$ cat config.mk
export PLATFORM = sky130hd
export DESIGN_NAME = i4002_host_seq_flat
export DESIGN_NICKNAME = d
export VERILOG_FILES = /design/src/rtl/i4002_host_seq_if.sv /design/src/rtl/i4002_host_seq.sv /design/src/flat_wrapper.sv
export SDC_FILE = /design/constraint.sdc
export NUM_CORES = 1
export LEC_CHECK = 0
export CORE_MARGIN = 1
export CORE_UTILIZATION = 52
export DETAILED_ROUTE_END_ITERATION = 10
export PLACE_DENSITY = 0.85
export SYNTH_ARGS = -nofsm -noshare
export SYNTH_HDL_FRONTEND = slang
export SYNTH_SLANG_ARGS = --single-unit
$ cat constraint.sdc
create_clock -name clk -period 2.5 [get_ports clk]
set_input_delay 0.375 -clock clk [delete_from_list [all_inputs] [get_ports clk]]
set_output_delay 0.375 -clock clk [all_outputs]
set_load 0.01 [all_outputs]
$ cat src/rtl/i4002_host_seq_if.sv
// Host-side request/response handshake for the i4002 bus sequencer.
// The host drives requests and accepts responses; the sequencer does the reverse.
interface i4002_host_seq_if;
   logic       req_valid;
   logic       req_ready;
   logic [3:0] req_op;
   logic [7:0] req_addr;
   logic [3:0] req_wdata;
   logic       resp_valid;
   logic       resp_ready;
   logic [3:0] resp_rdata;
   logic       resp_err;

   modport master (
      output req_valid, req_op, req_addr, req_wdata, resp_ready,
      input  req_ready, resp_valid, resp_rdata, resp_err
   );

   modport slave (
      input  req_valid, req_op, req_addr, req_wdata, resp_ready,
      output req_ready, resp_valid, resp_rdata, resp_err
   );
endinterface

$ cat src/rtl/i4002_host_seq.sv
// Turns word-level host requests into MCS-4 SRC/IO instruction cycles for a bank
// of i4002 RAMs, with a free-running 8-phase counter and optional SRC address cache.
module i4002_host_seq #(
   parameter bit ADDR_CACHE = 1'b1
) (
   input  logic             clk,
   input  logic             rst_n,
   i4002_host_seq_if.slave  host,
   output logic             sync_o,
   output logic             cm_ram_o,
   output logic [3:0]       dbus_out_o,
   input  logic [3:0]       dbus_in_i
);

   typedef enum logic [2:0] {S_IDLE, S_WAIT, S_SRC, S_IO, S_RESP} state_e;

   localparam logic [2:0] PH_M2 = 3'd4;
   localparam logic [2:0] PH_X2 = 3'd6;
   localparam logic [2:0] PH_X3 = 3'd7;

   state_e     state_q, state_d;
   logic [2:0] ph_q;
   logic [3:0] op_q, op_d;
   logic [7:0] addr_q, addr_d;
   logic [3:0] wdata_q, wdata_d;
   logic [7:0] last_addr_q, last_addr_d;
   logic       cache_vld_q, cache_vld_d;
   logic [3:0] rdata_q, rdata_d;
   logic       err_q, err_d;

   function automatic logic is_unsup(input logic [3:0] op);
      return (op == 4'h2) || (op == 4'h3) || (op == 4'hA);
   endfunction

   function automatic logic is_read(input logic [3:0] op);
      return op[3] && (op != 4'hA);
   endfunction

   // A cycle boundary decides whether the next cycle is SRC or can go straight to IO.
   function automatic state_e cycle_start(input logic [7:0] a);
      return (ADDR_CACHE && cache_vld_q && (a == last_addr_q)) ? S_IO : S_SRC;
   endfunction

   always_ff @(posedge clk or negedge rst_n) begin
      if (!rst_n) begin
         state_q     <= S_IDLE;
         ph_q        <= PH_X3;
         op_q        <= '0;
         addr_q      <= '0;
         wdata_q     <= '0;
         last_addr_q <= '0;
         cache_vld_q <= 1'b0;
         rdata_q     <= '0;
         err_q       <= 1'b0;
      end else begin
         state_q     <= state_d;
         ph_q        <= ph_q + 3'd1;
         op_q        <= op_d;
         addr_q      <= addr_d;
         wdata_q     <= wdata_d;
         last_addr_q <= last_addr_d;
         cache_vld_q <= cache_vld_d;
         rdata_q     <= rdata_d;
         err_q       <= err_d;
      end
   end

   always_comb begin
      state_d     = state_q;
      op_d        = op_q;
      addr_d      = addr_q;
      wdata_d     = wdata_q;
      last_addr_d = last_addr_q;
      cache_vld_d = cache_vld_q;
      rdata_d     = rdata_q;
      err_d       = err_q;
      cm_ram_o    = 1'b0;
      dbus_out_o  = 4'h0;
      unique case (state_q)
         S_IDLE: begin
            if (host.req_valid) begin
               op_d    = host.req_op;
               addr_d  = host.req_addr;
               wdata_d = host.req_wdata;
               rdata_d = 4'h0;
               err_d   = is_unsup(host.req_op);
               if (is_unsup(host.req_op)) state_d = S_RESP;
               else if (ph_q == PH_X3)    state_d = cycle_start(host.req_addr);
               else                       state_d = S_WAIT;
            end
         end
         S_WAIT: begin
            if (ph_q == PH_X3) state_d = cycle_start(addr_q);
         end
         S_SRC: begin
            if (ph_q == PH_X2) begin
               cm_ram_o   = 1'b1;
               dbus_out_o = addr_q[7:4];
            end
            if (ph_q == PH_X3) begin
               dbus_out_o  = addr_q[3:0];
               last_addr_d = addr_q;
               cache_vld_d = 1'b1;
               state_d     = S_IO;
            end
         end
         S_IO: begin
            if (ph_q == PH_M2) begin
               cm_ram_o   = 1'b1;
               dbus_out_o = op_q;
            end
            // cm_ram must be low at X2 or the RAMs would re-latch an address.
            if (ph_q == PH_X2) begin
               dbus_out_o = is_read(op_q) ? 4'h0 : wdata_q;
               if (is_read(op_q)) rdata_d = dbus_in_i;
               state_d = S_RESP;
            end
         end
         S_RESP: begin
            if (host.resp_ready) state_d = S_IDLE;
         end
         default: state_d = S_IDLE;
      endcase
   end

   assign sync_o          = (ph_q == PH_X3);
   assign host.req_ready  = (state_q == S_IDLE);
   assign host.resp_valid = (state_q == S_RESP);
   assign host.resp_rdata = rdata_q;
   assign host.resp_err   = err_q;

endmodule
$ cat src/flat_wrapper.sv
// flat-port wrapper written by rule: the top's interface ports become plain ports
module i4002_host_seq_flat 
#(
   parameter bit ADDR_CACHE = 1'b1
)
  (clk, rst_n, sync_o, cm_ram_o, dbus_out_o, dbus_in_i, host_req_valid, host_req_op, host_req_addr, host_req_wdata, host_resp_ready, host_req_ready, host_resp_valid, host_resp_rdata, host_resp_err);
  i4002_host_seq_if host_i ();
  input  logic clk;
  input  logic rst_n;
  output logic sync_o;
  output logic cm_ram_o;
  output logic [3:0] dbus_out_o;
  input  logic [3:0] dbus_in_i;
  input wire logic [$bits(host_i.req_valid)-1:0] host_req_valid;
  input wire logic [$bits(host_i.req_op)-1:0] host_req_op;
  input wire logic [$bits(host_i.req_addr)-1:0] host_req_addr;
  input wire logic [$bits(host_i.req_wdata)-1:0] host_req_wdata;
  input wire logic [$bits(host_i.resp_ready)-1:0] host_resp_ready;
  output wire logic [$bits(host_i.req_ready)-1:0] host_req_ready;
  output wire logic [$bits(host_i.resp_valid)-1:0] host_resp_valid;
  output wire logic [$bits(host_i.resp_rdata)-1:0] host_resp_rdata;
  output wire logic [$bits(host_i.resp_err)-1:0] host_resp_err;
  assign host_i.req_valid = host_req_valid;
  assign host_i.req_op = host_req_op;
  assign host_i.req_addr = host_req_addr;
  assign host_i.req_wdata = host_req_wdata;
  assign host_i.resp_ready = host_resp_ready;
  assign host_req_ready = host_i.req_ready;
  assign host_resp_valid = host_i.resp_valid;
  assign host_resp_rdata = host_i.resp_rdata;
  assign host_resp_err = host_i.resp_err;
  i4002_host_seq #(.ADDR_CACHE(ADDR_CACHE)) u_core (.clk(clk), .rst_n(rst_n), .host(host_i), .sync_o(sync_o), .cm_ram_o(cm_ram_o), .dbus_out_o(dbus_out_o), .dbus_in_i(dbus_in_i));
endmodule
# Word-level counts from Yosys, hierarchy flattened
# Cells that the tools add are included.
# W data, S select, Z words.
[word_totals]
output_inout_bits = 13
wordCells = 63
inputBits = 24
ff_bits = 36
[op_classes]
n_reduce_logical = 11
n_eq_ne = 19
addsub = 1
mux = 23
[op_table]
columns = ["operator", "count"]
rows = [
  ["$mux W4", 8],
  ["$mux W3", 7],
  ["$eq A8 B8 Y1", 2],
  ["$pmux W4 S2", 2],
  ["$pmux W3 S5", 1],
  ["$eq A3 B3 Y1 const B", 4],
  ["$eq A4 B2 Y1 const B", 2],
  ["$ne A2 B2 Y1 const B", 4],
  ["$eq A3 B2 Y1 const B", 2],
  ["$reduce_and A5 Y1", 1],
  ["$eq A4 B4 Y1 const B", 1],
  ["$mux W1", 4],
  ["$ne A2 B1 Y1 const B", 2],
  ["$ne A4 B4 Y1 const B", 1],
  ["$reduce_and A2 Y1", 2],
  ["$reduce_and A4 Y1", 1],
  ["$add A3 B1 Y3 const B", 1],
  ["$eq A3 B1 Y1 const B", 1],
  ["$logic_and A1 B1 Y1", 3],
  ["$logic_not A3 Y1", 1],
  ["$logic_or A1 B1 Y1", 2],
  ["$pmux W1 S2", 1],
  ["$reduce_bool A2 Y1", 1],
]

# Depth between registers and ports, before layout
[logic_depth]
depth_word = 7
depth_mapped = 7
depth_no_buf = 6

# Least setup slack after synthesis
# Ideal clock, no wire load.
[synth_timing]
path_type = "reg-to-output"
startpoint = "reg u_core.ph_q[1]"
endpoint = "out dbus_out_o[0]"
n_path_buf = 1
t_arrival_ns = 1.567
path_slack_ns = 0.558
required_time_ns = 2.125
path_stages_with_launch = 8
cell_sequence = "dfstp_2 ha_1 ha_1 buf_2 inv_1 and3_1 a21oi_1 o22ai_1"
[synth_between]
elab_cells_between_ends = 8
cone_classes = "eq/ne: 3; mux: 5"
[synth_lines]
columns = ["item", "line", "text"]
rows = [
  ["start, declared", "i4002_host_seq.sv:22", "logic [2:0] ph_q;"],
  ["start signal, assigned", "i4002_host_seq.sv:57", "ph_q <= ph_q + 3'd1;"],
  ["$eq A3 B3 Y1", "--", ""],
  ["named net sync_o", "flat_wrapper.sv:10", "output logic sync_o;"],
  ["$mux W4", "i4002_host_seq.sv:100", "if (ph_q == PH_X3) begin"],
  ["$pmux W4 S2", "i4002_host_seq.sv:79", "unique case (state_q)"],
  ["end, declared", "flat_wrapper.sv:12", "output logic [3:0] dbus_out_o;"],
]
# The timed path passes the listed nets, and every way through them passes these cells.

# Worst setup path in the final report
[layout_timing]
startpoint = "reg u_core.ph_q[0]"
endpoint = "out dbus_out_o[2]"
[layout_between]
elab_chain_cells = 4
elab_cells_between_ends = 8
cone_classes = "eq/ne: 3; mux: 5"
[layout_rtl]
columns = ["item", "line"]
rows = [
  ["$eq A3 B3 Y1 (on tied branches)", "i4002_host_seq.sv:108, i4002_host_seq.sv:96, i4002_host_seq.sv:113"],
  ["$mux W4 (on tied branches)", "i4002_host_seq.sv:108, i4002_host_seq.sv:96"],
  ["$mux W4 (on tied branches)", "i4002_host_seq.sv:113, i4002_host_seq.sv:100"],
  ["$pmux W4 S2 *", "i4002_host_seq.sv:79"],
]
# Mark *: on every way between the ends. The rest lies on a longest branch, timed or not.

==> results.md <==
- Io pins: 37
- DR pass1 iterations: 4
- Critical Path End Type: output pin
- Port Buffer Count: 36
- Initial Util: 0.541
- WL final: 4130 um
- Worst skew pair latency: 0.29 ns
- Number of global-route vias before repair: 1430
- First-pass GRT wire length: 6910 um
- Max-Cap Viols: 0
- Mapped cell area: 1980 sq um
- Crit path DAT: 2.00 ns
- Hold path startpoint: u_core.host.resp_rdata[3]$_DFFE_PN0P_
- Yosys warning total: 0
- Power Density: 1030 nW/um^2
- FILL cells: 273
- Top_reg_cell synth: dfrtp_1
- Cells on worst reg2reg path: 7
- Slowest CP cell: dfstp_2
- Setup TNS: 0 ns
- Die H: 63.7 um
- Worst-path clk slew: 0.07 ns
- Top delay family on crit path: flip-flops
- TritonCTS clock tree: done
- Leak: 1.08 nW
- R2R Setup Slk: 0.60 ns
- Min Hold Slack: 0.485 ns
- Final Cycle Share: 0.948
- Final min period: 2.37 ns
- Slew @ Worst Pin: 0.435 ns
- Max clock buf depth: 2
- Max-slew violations: 0
- Fraction of registers with async set/reset: 1.00
- CP dominant cell by count: inv_1
- Root buffer selected by CTS: clkbuf_8
- Worst Path Buf+Inv: 3
- Cts repair resizes: 4
- Final Skew: 0.00702 ns
- Unique masters post-synth: 42
- DR WL/cell: 15.2 um
- H-tree levels: 2
- RR Startpoint: u_core.ph_q[1]$_DFF_PN1_
- Max VDD drop: 0.558 mV
- Commonest cells post-synth: dfrtp_1 (33), mux2_2 (23), nand2_1 (16)
- Die area: 4060 sq um
- Share of the synthesized area in the top cell type: 0.417
- Ranking of synthesized cells by area: dfrtp_1 (42%), mux2_2 (13%), xnor2_1 (4.4%)
- Number of cells on the worst hold path: 2
- Core Box Area: 3660 sq um
- Yosys reg bits: 36
- # diodes: 0
- Multi-input gate area: 1000 sq um
- Initial antenna violation count: 0
- Status: finished clean
- Hold_buf cts: 0
- Worst-path fanout max: 4
- Row count: 22
- GRT Util Overall: 0.227
- Layout cells sized above 1: 0.247
- Setup slack after layout: 0.129 ns
- Hold Path End: u_core.host.resp_rdata[3]$_DFFE_PN0P_
- Nets: 250
- Slowest Stage Delay on Critical Path: 0.54 ns
- GR Overflow Total: 0
- Area growth syn-to-layout: 27.2%
- Kind of critical path: reg -> out
- Critical Path Start Type: register
- RSZ-0062 raised after global routing: no
- Vias per cell: 5.52
- Util after Layout: 0.688
- Fmax: 422 MHz
- Worst reg2reg path endpoint: u_core.state_q[0]$_DFFE_PN0P_
- Worst Path Required: 2.12 ns
- Worst slew margin: 0.710
- Initial DRC Count: 123
- DIE WIDTH: 63.7 um
- Post-synth EDFFs: 0
- Clock sinks: 36
- Via count: 1497
- Final setup vio count: 0
- Largest net degree at the start of global routing: 37
- Post-synthesis sequential area ratio: 0.457
- Cell with the most instances after synthesis: dfrtp_1
- Syn avg cell area: 11.2 sq um
- Dpl hpwl: 3040 um
- Place WS: 0.191 ns
- Syn_nets: 205
- ANT nets after route: 0
- Min-delay worst type: reg -> reg
- Drc violations: 0
- RePlAce Congestion: 0.933
- Fin. Hold Viols: 0
- Post-CTS setup buffer count: 0
- FF+latch area: 905 sq um
- Total CTS buffers: 5
- Post-Syn Instances: 177
- Crit-path cells: inv_1, ha_1, inv_1, and3_1, a22oi_1, o22ai_1, dlygate4sd2_1
- Cell taking the most area after synthesis: dfrtp_1
-- cells by family after synthesis --
group / share of synthesized area
simple gates: 0.142
xor+xnor: 0.0708
buf+inv: 0.0436
mux: 0.142
compound gates: 0.119
fa+ha+maj: 0.0253
flops: 0.457
-- layout make-up --
cell class / instances / area share
Multi-Input combinational cell: 126 / 0.399
Sequential cell: 36 / 0.359
Timing Repair Buffer: 46 / 0.172
Clock buffer: 8 / 0.0358
Tap cell: 48 / 0.0238
Inverter: 7 / 0.0104
-- placed cells by master (no fill, tap or decap), types with 2 or more instances in the layout --
master / Yosys / layout
o21ai_0: 7 / 7
or3b_1: 2 / 2
a31oi_1: 3 / 3
nand2_1: 16 / 16
dlygate4sd2_1: 0 / 4
o22ai_1: 4 / 4
and2_1: 3 / 2
buf_4: 3 / 10
and3_1: 6 / 6
nor3b_1: 3 / 3
clkbuf_8: 0 / 6
or2_2: 2 / 2
dfstp_2: 3 / 3
a21oi_1: 7 / 6
nand4_1: 4 / 4
a211oi_1: 2 / 2
xnor2_1: 10 / 10
clkbuf_1: 0 / 2
xor2_1: 6 / 6
a32oi_1: 2 / 2
inv_1: 7 / 6
dfrtp_1: 33 / 33
mux2_2: 23 / 23
clkdlybuf4s50_1: 0 / 31
ha_1: 4 / 3
a22oi_1: 3 / 3
nand3_1: 2 / 2
-- how the worst max path moves through the flow --
| stage | startpoint | endpoint | cells after the start |
|---|---|---|---|
| 2_1_floorplan | u_core.ph_q[1]$_DFF_PN1_ | dbus_out_o[0] | 7 |
| 3_3_place_gp | u_core.ph_q[0]$_DFF_PN1_ | dbus_out_o[1] | 7 |
| 3_5_place_dp | u_core.ph_q[0]$_DFF_PN1_ | dbus_out_o[1] | 7 |
| 4_1_cts | u_core.state_q[2]$_DFFE_PN0P_ | cm_ram_o | 6 |
| 5_1_grt | u_core.ph_q[0]$_DFF_PN1_ | dbus_out_o[2] | 7 |
| 6_report | u_core.ph_q[0]$_DFF_PN1_ | dbus_out_o[2] | 7 |
-- worst register-to-register path, stage by stage (launching register included) --
cell and delay [ns]:
dfstp_2 0.55, ha_1 0.15, ha_2 0.20, buf_4 0.15, nor3b_1 0.05, o21ai_0 0.29
a32oi_1 0.11, a311oi_1 0.29
-- layer usage --
metal  share of wire  GRT usage  vias to the layer above  routed length [um]
met5               0          0                        -                   0
met4           0.016     0.0767                        0                  66
met2            0.48      0.358                       36                2000
li1                -          -                      729                   -
met1            0.46      0.306                      724                1910
met3           0.036     0.0525                        8                 149
-- power breakdown --
part	internal, mW	switching, mW
clock network	0.225	0.199
logic	0.614	0.494
registers	0.837	0.234
-- flip-flops by register name, indices dropped and copies added (netlist names) --
name,count
u_core.addr_q,8
u_core.state_q,3
u_core.ph_q,3
u_core.last_addr_q,8
u_core.host.resp_rdata,4
u_core.op_q,4
u_core.cache_vld_q,1
u_core.host.resp_err,1
u_core.wdata_q,4
-- through the flow --
step | total power [mW] | instances | cell area (sq um)
after global routing | 2.78 | 271 | 2520
after floorplan | 1.84 | 177 | 1980
final | 2.60 | 271 | 2520
after detailed placement | 2.18 | 263 | 2420
after CTS | 2.61 | 271 | 2510
after global placement | 2.14 | 263 | 2420
No activity file was read; power rests on OpenSTA's default activity.
